[src/rtl/mm2s_burst_reader.sv]
// AXI4 read master: splits a start command into 4KB-safe INCR bursts, streams data out.
// Optional stall counter enabled by defining MM2S_PERF_CNT_EN.
module mm2s_burst_reader #(
    parameter int         ADDR_W    = 32,
    parameter int         DATA_W    = 128,
    parameter int         CNT_W     = 24,
    parameter int         MAX_BURST = 16,
    parameter logic [3:0] AR_CACHE  = 4'b0011,
    parameter logic [2:0] AR_PROT   = 3'b000,
    parameter logic [4:0] AR_USER   = 5'b00000
) (
    input  logic              clk_100_clk,
    input  logic              reset_reset_n,
    input  logic              ctrl_start,
    input  logic              ctrl_abort,
    input  logic [ADDR_W-1:0] cfg_base_addr,
    input  logic [CNT_W-1:0]  cfg_num_beats,
    output logic              status_busy,
    output logic              status_done,
    output logic              status_err,
    output logic [ADDR_W-1:0] m_araddr,
    output logic [7:0]        m_arlen,
    output logic [2:0]        m_arsize,
    output logic [1:0]        m_arburst,
    output logic [3:0]        m_arcache,
    output logic [2:0]        m_arprot,
    output logic [4:0]        m_aruser,
    output logic              m_arvalid,
    input  logic              m_arready,
    input  logic [DATA_W-1:0] m_rdata,
    input  logic [1:0]        m_rresp,
    input  logic              m_rlast,
    input  logic              m_rvalid,
    output logic              m_rready,
    output logic [DATA_W-1:0] st_data,
    output logic              st_last,
    output logic              st_valid,
    input  logic              st_ready,
    output logic [31:0]       perf_stall_cnt
);

    localparam int BPB = DATA_W / 8;
    localparam int LB  = $clog2(BPB);
    localparam int CW  = (CNT_W > 14) ? CNT_W : 14;

    localparam logic [1:0] S_IDLE = 2'd0;
    localparam logic [1:0] S_ADDR = 2'd1;
    localparam logic [1:0] S_DATA = 2'd2;
    localparam logic [1:0] S_FIN  = 2'd3;

    logic [1:0]        r_state;
    logic              r_sq1;
    logic              r_sq2;
    logic              r_busy;
    logic              r_done;
    logic              r_err;
    logic              r_abort;
    logic [ADDR_W-1:0] r_addr;
    logic [CNT_W-1:0]  r_rem;
    logic              r_arvalid;
    logic [ADDR_W-1:0] r_araddr;
    logic [7:0]        r_arlen;
    logic              r_v0;
    logic              r_v1;
    logic [DATA_W-1:0] r_d0;
    logic [DATA_W-1:0] r_d1;
    logic              r_l0;
    logic              r_l1;

    logic              w_start;
    logic              w_abort;
    logic              w_flush;
    logic              w_rhs;
    logic              w_push;
    logic              w_pop;
    logic              w_last_in;
    logic [CW-1:0]     w_page;
    logic [CW-1:0]     w_rem;
    logic [CW-1:0]     w_beats;

    assign w_start   = r_sq1 && !r_sq2 && (r_state == S_IDLE);
    assign w_abort   = ctrl_abort || r_abort;
    assign w_flush   = w_abort && (r_state != S_IDLE);
    assign m_rready  = (r_state == S_DATA) && (w_abort || !r_v1);
    assign w_rhs     = m_rvalid && m_rready;
    assign w_push    = w_rhs && !w_abort;
    assign w_pop     = r_v0 && st_ready;
    // Remaining count already excludes the burst in flight, so zero marks the final burst.
    assign w_last_in = m_rlast && (r_rem == '0);

    assign w_page = CW'((13'd4096 - {1'b0, r_addr[11:0]}) >> LB);
    assign w_rem  = CW'(r_rem);

    always_comb begin
        w_beats = CW'(MAX_BURST);
        if (w_page < w_beats) w_beats = w_page;
        if (w_rem < w_beats) w_beats = w_rem;
    end

    always_ff @(posedge clk_100_clk or negedge reset_reset_n) begin
        if (!reset_reset_n) begin
            r_sq1 <= 1'b0;
            r_sq2 <= 1'b0;
        end else begin
            r_sq1 <= ctrl_start;
            r_sq2 <= r_sq1;
        end
    end

    always_ff @(posedge clk_100_clk or negedge reset_reset_n) begin
        if (!reset_reset_n) begin
            r_state   <= S_IDLE;
            r_busy    <= 1'b0;
            r_done    <= 1'b0;
            r_err     <= 1'b0;
            r_abort   <= 1'b0;
            r_addr    <= '0;
            r_rem     <= '0;
            r_arvalid <= 1'b0;
            r_araddr  <= '0;
            r_arlen   <= '0;
        end else begin
            if ((r_state != S_IDLE) && ctrl_abort) r_abort <= 1'b1;
            if (w_rhs && (m_rresp != 2'b00)) r_err <= 1'b1;
            unique case (r_state)
                S_IDLE: begin
                    r_abort <= 1'b0;
                    if (w_start) begin
                        r_addr  <= cfg_base_addr & ~ADDR_W'(BPB - 1);
                        r_rem   <= cfg_num_beats;
                        r_done  <= 1'b0;
                        r_err   <= 1'b0;
                        r_busy  <= 1'b1;
                        r_state <= (cfg_num_beats == '0) ? S_FIN : S_ADDR;
                    end
                end
                S_ADDR: begin
                    if (!r_arvalid) begin
                        if (w_abort) begin
                            r_state <= S_IDLE;
                            r_busy  <= 1'b0;
                            r_abort <= 1'b0;
                        end else begin
                            r_arvalid <= 1'b1;
                            r_araddr  <= r_addr;
                            r_arlen   <= 8'(w_beats - CW'(1));
                        end
                    end else if (m_arready) begin
                        r_arvalid <= 1'b0;
                        r_addr    <= r_addr + ((ADDR_W'(r_arlen) + ADDR_W'(1)) << LB);
                        r_rem     <= r_rem - (CNT_W'(r_arlen) + CNT_W'(1));
                        r_state   <= S_DATA;
                    end
                end
                S_DATA: begin
                    if (w_rhs && m_rlast) begin
                        if (w_abort) begin
                            r_state <= S_IDLE;
                            r_busy  <= 1'b0;
                            r_abort <= 1'b0;
                        end else if (r_rem != '0) begin
                            r_state <= S_ADDR;
                        end else begin
                            r_state <= S_FIN;
                        end
                    end
                end
                S_FIN: begin
                    if (w_abort) begin
                        r_state <= S_IDLE;
                        r_busy  <= 1'b0;
                        r_abort <= 1'b0;
                    end else if (!r_v0 && !r_v1) begin
                        r_state <= S_IDLE;
                        r_busy  <= 1'b0;
                        r_done  <= 1'b1;
                    end
                end
                default: r_state <= S_IDLE;
            endcase
        end
    end

    // Two-entry skid: r_*0 is the registered stream head, r_*1 absorbs one stalled beat.
    always_ff @(posedge clk_100_clk or negedge reset_reset_n) begin
        if (!reset_reset_n) begin
            r_v0 <= 1'b0;
            r_v1 <= 1'b0;
            r_d0 <= '0;
            r_d1 <= '0;
            r_l0 <= 1'b0;
            r_l1 <= 1'b0;
        end else if (w_flush) begin
            r_v0 <= 1'b0;
            r_v1 <= 1'b0;
            r_l0 <= 1'b0;
        end else if (r_v1) begin
            if (w_pop) begin
                r_d0 <= r_d1;
                r_l0 <= r_l1;
                r_v1 <= 1'b0;
            end
        end else if (!r_v0 || w_pop) begin
            r_v0 <= w_push;
            r_l0 <= w_push && w_last_in;
            if (w_push) r_d0 <= m_rdata;
        end else if (w_push) begin
            r_v1 <= 1'b1;
            r_d1 <= m_rdata;
            r_l1 <= w_last_in;
        end
    end

`ifdef MM2S_PERF_CNT_EN
    logic [31:0] r_perf;

    always_ff @(posedge clk_100_clk or negedge reset_reset_n) begin
        if (!reset_reset_n) begin
            r_perf <= '0;
        end else if (w_start) begin
            r_perf <= '0;
        end else if (r_v0 && !st_ready && (r_perf != '1)) begin
            r_perf <= r_perf + 32'd1;
        end
    end

    assign perf_stall_cnt = r_perf;
`else
    assign perf_stall_cnt = 32'd0;
`endif

    assign status_busy = r_busy;
    assign status_done = r_done;
    assign status_err  = r_err;
    assign m_araddr    = r_araddr;
    assign m_arlen     = r_arlen;
    assign m_arvalid   = r_arvalid;
    assign m_arsize    = 3'(LB);
    assign m_arburst   = 2'b01;
    assign m_arcache   = AR_CACHE;
    assign m_arprot    = AR_PROT;
    assign m_aruser    = AR_USER;
    assign st_data     = r_d0;
    assign st_last     = r_l0;
    assign st_valid    = r_v0;

endmodule

[config.mk]
export PLATFORM = sky130hd
export DESIGN_NAME = mm2s_burst_reader
export DESIGN_NICKNAME = d
export VERILOG_FILES = /design/src/rtl/mm2s_burst_reader.sv
export SDC_FILE = /design/constraint.sdc
export NUM_CORES = 1
export LEC_CHECK = 0
export ABC_AREA = 1
export BUFFER_PORTS_ARGS = -buffer_cell sky130_fd_sc_hd__buf_4
export CORE_MARGIN = 2
export CORE_UTILIZATION = 30
export CTS_BUF_LIST = sky130_fd_sc_hd__clkbuf_16
export CTS_CLUSTER_SIZE = 10
export DETAILED_ROUTE_END_ITERATION = 6
export GPL_TIMING_DRIVEN = 0
export HOLD_SLACK_MARGIN = 0.12
export PLACE_DENSITY = 0.55
export RECOVER_POWER = 25
export SLEW_MARGIN = 20
export SYNTH_ARGS = -nofsm -noshare
export SYNTH_HDL_FRONTEND = slang
export SYNTH_SLANG_ARGS = --single-unit
[constraint.sdc]
create_clock -name clk_100_clk -period 3.2 [get_ports clk_100_clk]
set_input_delay 0.48 -clock clk_100_clk [delete_from_list [all_inputs] [get_ports clk_100_clk]]
set_output_delay 0.48 -clock clk_100_clk [all_outputs]
set_load 0.03 [all_outputs]
---- Word level (Yosys, flattened, before mapping) ----
Cells that the tools add are included.
word-level totals
  bits in registers ....................... 365
  output and inout port bits .............. 224
  logic and storage cells ................. 147
cells by class
  add/subtract/negate cells ............... 6
  magnitude comparators ................... 2
  equality and inequality tests ........... 16
  muxes and demuxes ....................... 59
  bitwise gates (word level) .............. 5
  reductions and logical operators ........ 41
operators by type and width
  operator                                                     count
  2-to-1 mux 128 bit                                           4
  2-to-1 mux 32 bit                                            3
  2-to-1 mux 24 bit                                            3
  case mux 32 bit (2 select lines)                             1
  logical NOT 24 bit                                           2
  case mux 24 bit (2 select lines)                             1
  adder 32 x 13 -> 32 bit                                      1
  2-to-1 mux 1 bit                                             31
  less-than comparator 24 x 20 -> 1 bit                        1
  nonzero test 24 bit                                          1
  subtractor 24 x 9 -> 24 bit                                  1
  less-than comparator 20 x 5 -> 1 bit, second input constant  1
  2-to-1 mux 2 bit                                             10
  2-to-1 mux 20 bit                                            1
  AND reduction 4 bit                                          5
  adder 8 x 1 -> 9 bit, second input constant                  2
  nonzero test 2 bit                                           7
  subtractor 13 x 12 -> 14 bit, first input constant           1
  logical AND 1 bit                                            13
  inequality test 2 bit, second input constant                 6
  inequality test 3 bit, second input constant                 3
  2-to-1 mux 8 bit                                             1
  case mux 1 bit (4 select lines)                              2
  case mux 2 bit (4 select lines)                              1
  14 further kinds                                             27

---- Logic depth before layout (Yosys ltp) ----
  depth after elaboration ................. 9
  gate-level depth with buffers ........... 26
  mapped depth without buffers ............ 26

---- Worst setup path before layout ----
No wires, ideal clock.
  path kind ............................... register -> register
  start ................................... register r_arlen[1] (netlist: m_arlen[1])
  end ..................................... register r_addr[31]
  arrival ................................. 2.844 ns
  data required time ...................... 3.077 ns
  slack ................................... 0.233 ns
  cell stages (with the launch flop) ...... 18
  buffers on the path ..................... 0
  path through ............................ dfrtp_1 > ha_1 > nand3_1 > nor3_1 > xor2_1 > inv_1 > ha_1 > nand2_1 > o21ai_0 > a21oi_1 > o21ai_2 > inv_1 > nor2_2 > nand2_1 > nor4_2 > xor2_1 > o21ai_0 > nand2_1
on the way
  word-level cells in the longest chain between the ends .. 5
RTL lines
  what                              line  RTL
  start, declared                   62    logic [7:0] r_arlen;
  start signal, assigned            146   r_arlen <= 8'(w_beats - CW'(1));
  adder 8 x 1 -> 9 bit              150   r_addr <= r_addr + ((ADDR_W'(r_arlen) + ADDR_W'(1)) << LB);
  adder 32 x 13 -> 32 bit           150
  2-to-1 mux 32 bit                 148   end else if (m_arready) begin
  2-to-1 mux 32 bit                 138   if (!r_arvalid) begin
  case mux 32 bit (2 select lines)  125   unique case (r_state)
  end signal, assigned              129   r_addr <= cfg_base_addr & ~ADDR_W'(BPB - 1);
  end signal, assigned              150
  end, declared                     58    logic [ADDR_W-1:0] r_addr;
No other way between the ends. The select of a mux whose other input is x is not followed.
A chain may end at the register's enable or synchronous reset.

---- Worst setup path after layout ----
Ends and elaborated chain as after synthesis.

==> impl_metrics.csv <==
group,metric,value,unit
setup_path,worstSetupPathType,"flop to flop",
grt,gr-total-overflow,0,
clock_network,cts_root_buf,"clkbuf_16",
layout,final_cell_mix,"nand2_1, buf_4, o21ai_0, dfrtp_1, inv_1",
layout,layout.nets,2906,
yosys,yosysSeqAreaShare,49.7,%
routing,post_drt_via_cell_ratio,4.76,
yosys,synthDistinctLibCells,48,
yosys,synth_mux_area_share,0,%
status,violations,"design-rule violations, max-capacitance violations, max-slew violations",
yosys,synth_simple_gate_area_share,17.4,%
layout,final_common_cell,"nand2_1",
clock_network,cts_buffers,44,
setup_path,worstPathArrival,3560,ps
grt,grt_pass1_wl,96.0,mm
setup_path,critPathRequiredTime,3650,ps
clock_network,htree_levels,2,
layout,area_growth,32.0,%
power,powerDensity,929,nW/µm²
place,place.gp.congestion,0.935,
die,fp.dieW,249,µm
power,p_leak,11.7,nW
clock_network,clk_latency,580,ps
yosys,syn_area_per_cell,8.28,µm²
sta,fin_hold_ws,154,ps
setup_path,worst_path_largest_cell_delay,420,ps
yosys,synth-seq-cells,357,
yosys,synth-edff-count,0,
sta,setup_slack,96.6,ps
yosys,netlist_area,18000,µm²
power,p_total,0.0220,W
status,run_status,"complete, but fails checks",
worst_hold_path,hp-class,"input pin to flop",
place,numPortBuffers,360,
yosys,synth_xor_xnor_area_share,1.32,%
power,vdd_drop_max,0.520,mV
yosys,ys.flop_type,"dfrtp_1",
clock_network,clk_path_buf_depth,3,
routing,dr.first_iter.drc_count,995,
grt,grt_pass1_vias,16500,
sta,report.final.slew_viol_count,62,
layout,drive_gt1_share,22.1,%
sta,min_period,3100,ps
yosys,async_reset_ff_share,100,%
die,core,59100,µm²
routing,vias,16500,
clock_network,cts_tree,"built",
run,cap_violations,1,
die,start_util,30.4,%
setup_path,cp_slowest_cell,"dfrtp_2",
setup_path,cp-end-kind,"flop",
yosys,synthAdderAreaFrac,2.45,%
sta,hold_violations,0,
setup_path,cp_cell_sequence,"inv_2 > nor3_4 > nand3_1 > xor2_1 > inv_1 > ha_4 > nand2_1 > o21ai_1 > a21oi_2 > o21ai_2 > inv_1 > nor2_4 > nand2_1 > nor4_2 > xor2_1 > o21ai_0 > nand2_1",
sta,post-route-period-util,97.0,%
setup_path,cpMostUsedCell,"nand2_1",
yosys,synth_cells,2169,
clock_network,cts.sinks,357,
sta,finalSetupTns,0,ps
sta,setup_violations,0,
place,preCtsSetupSlack,-84.1,ps
yosys,synth_compound_area_share,19.3,%
routing,drt_wl_total,62.0,mm
routing,ant_nets,0,
setup_path,path_max_fanout,4,
sta,worst_pin_slew,1660,ps
sta,fmax,0.322,GHz
sta,slew-limit-headroom,-10.4,%
die,ios,418,
grt,grt_start_max_net_pins,91,
grt,grt_usage,19.7,%
routing,firstDrtPassIters,7,
yosys,synth_top_family_by_area,"compound AO/OA/AOI/OAI gates",
die,num_rows,89,
clock_network,clk_pin_slew,60,ps
place,dpl.hpwl,46.3,mm
die,dieArea,61900,µm²
setup_path,startpoint_type,"flop",
yosys,synth-warning-count,0,
grt,antenna_found_initial,9,
routing,drc,28,
sta,clock_skew,19.4,ps
routing,wl_per_cell,17.8,µm
die,die_h,249,µm
-- area by class of cell --
class / instances / area (µm²)
fillers: 5977 / 35400
flip-flops and latches: 357 / 8940
multi-input cells: 1462 / 7600
repair buffers: 409 / 3190
clock buffers: 45 / 1130
well taps: 773 / 967
inverters: 239 / 900
plain buffers: 165 / 870
clock inverters: 21 / 119
diodes: 3 / 7.51
-- synthesized netlist by cell type (12+ instances only) --
| cell type | n | area share, % |
|---|---|---|
| a21oi_1 | 36 | 1.0 |
| buf_1 | 17 | 0.36 |
| buf_2 | 36 | 1.0 |
| buf_4 | 53 | 2.2 |
| clkbuf_1 | 59 | 1.2 |
| dfrtp_1 | 357 | 50 |
| ha_1 | 32 | 2.2 |
| inv_1 | 234 | 4.9 |
| nand2_1 | 564 | 12 |
| nand2_2 | 12 | 0.42 |
| nand3_1 | 44 | 1.2 |
| nor2_1 | 69 | 1.4 |
| o211ai_1 | 21 | 0.88 |
| o21a_1 | 128 | 5.3 |
| o21ai_0 | 362 | 10 |
| o21ai_1 | 13 | 0.36 |
| o22ai_1 | 13 | 0.45 |
| xor2_1 | 22 | 1.1 |
-- power breakdown --
| group | leakage, nW | total, W | internal (W) | switching (W) |
|---|---|---|---|---|
| combinational | 6.63 | 0.0104 | 0.00384 | 0.00655 |
| sequential | 4.46 | 0.00709 | 0.00599 | 0.00110 |
| clock | 0.651 | 0.00455 | 0.00258 | 0.00197 |
| total | 11.7 | 0.0220 | 0.0124 | 0.00962 |
-- worst paths after layout --
| path | to | cells after the start | startpoint | slack (ps) |
|---|---|---|---|---|
| setup reg to reg | r_addr[31] | 17 | m_arlen[1] | 100 |
| min in group asynchronous | m_araddr[7] | 2 | reset_reset_n | 470 |
| setup / recovery | r_addr[31] | 17 | m_arlen[1] | 100 |
| max in group asynchronous | st_data[83] | 4 | reset_reset_n | 500 |
| hold reg to reg | r_sq2 | 0 | r_sq1 | 390 |
| hold / removal | r_addr[19] | 3 | cfg_base_addr[19] | 150 |
-- per-layer routing --
metal	vias up	track usage, %	part of all wire (%)
met3	97	6.68	9.0
li1	7957	-	-
met5	-	0	0.13
met4	12	5.51	2.2
met1	7994	24.8	42
met2	480	32.1	47
-- per-stage QoR --
step	util (%)	instance area [µm²]	cells
2_1_floorplan	-	18200	2223
3_3_place_gp	36.9	21800	3356
3_5_place_dp	37.1	22000	3360
4_1_cts	39.8	23500	3456
5_1_grt	40.1	23700	3473
6_report	40.1	23700	3474
-- repair_timing --
item	4_1_cts	5_1_grt
buffers inserted	1	15
hold buffers	29	0
hold endpoints to repair	108	0
setup endpoints to repair	33	62
pin swaps	1	5
gates resized for setup	5	30
-- state kept, by name, indices dropped and copies added, names as in the netlist --
signal	count
m_araddr	28
m_arlen	8
m_arvalid	1
r_abort	1
r_addr	28
r_d1	128
r_l1	1
r_rem	24
r_sq1	1
r_sq2	1
r_state	2
r_v1	1
st_data	128
st_last	1
st_valid	1
status_busy	1
status_done	1
status_err	1
-- worst max-delay path, delay by kind of cell (launching register included) --
| kind | cells | cell delay, ps |
|---|---|---|
| xor gates and xnor gates | 2 | 310 |
| DFF | 1 | 420 |
| AOI/OAI and AO/OA | 4 | 570 |
| adders and majority gates | 1 | 300 |
| buffers and inverters | 3 | 290 |
| and+or+nand+nor | 7 | 1080 |
-- cells by family (layout without fill, tap and decap cells) --
family | Yosys count | in the layout
AND/OR/NAND/NOR | 748 | 748
buffers and inverters | 404 | 879
adder cells (fa/ha/maj) | 34 | 34
XOR/XNOR | 27 | 27
AO/OA/AOI/OAI | 597 | 597
flip-flops | 357 | 357
other | 2 | 59
Note: power is estimated with default switching activity, not from simulation.
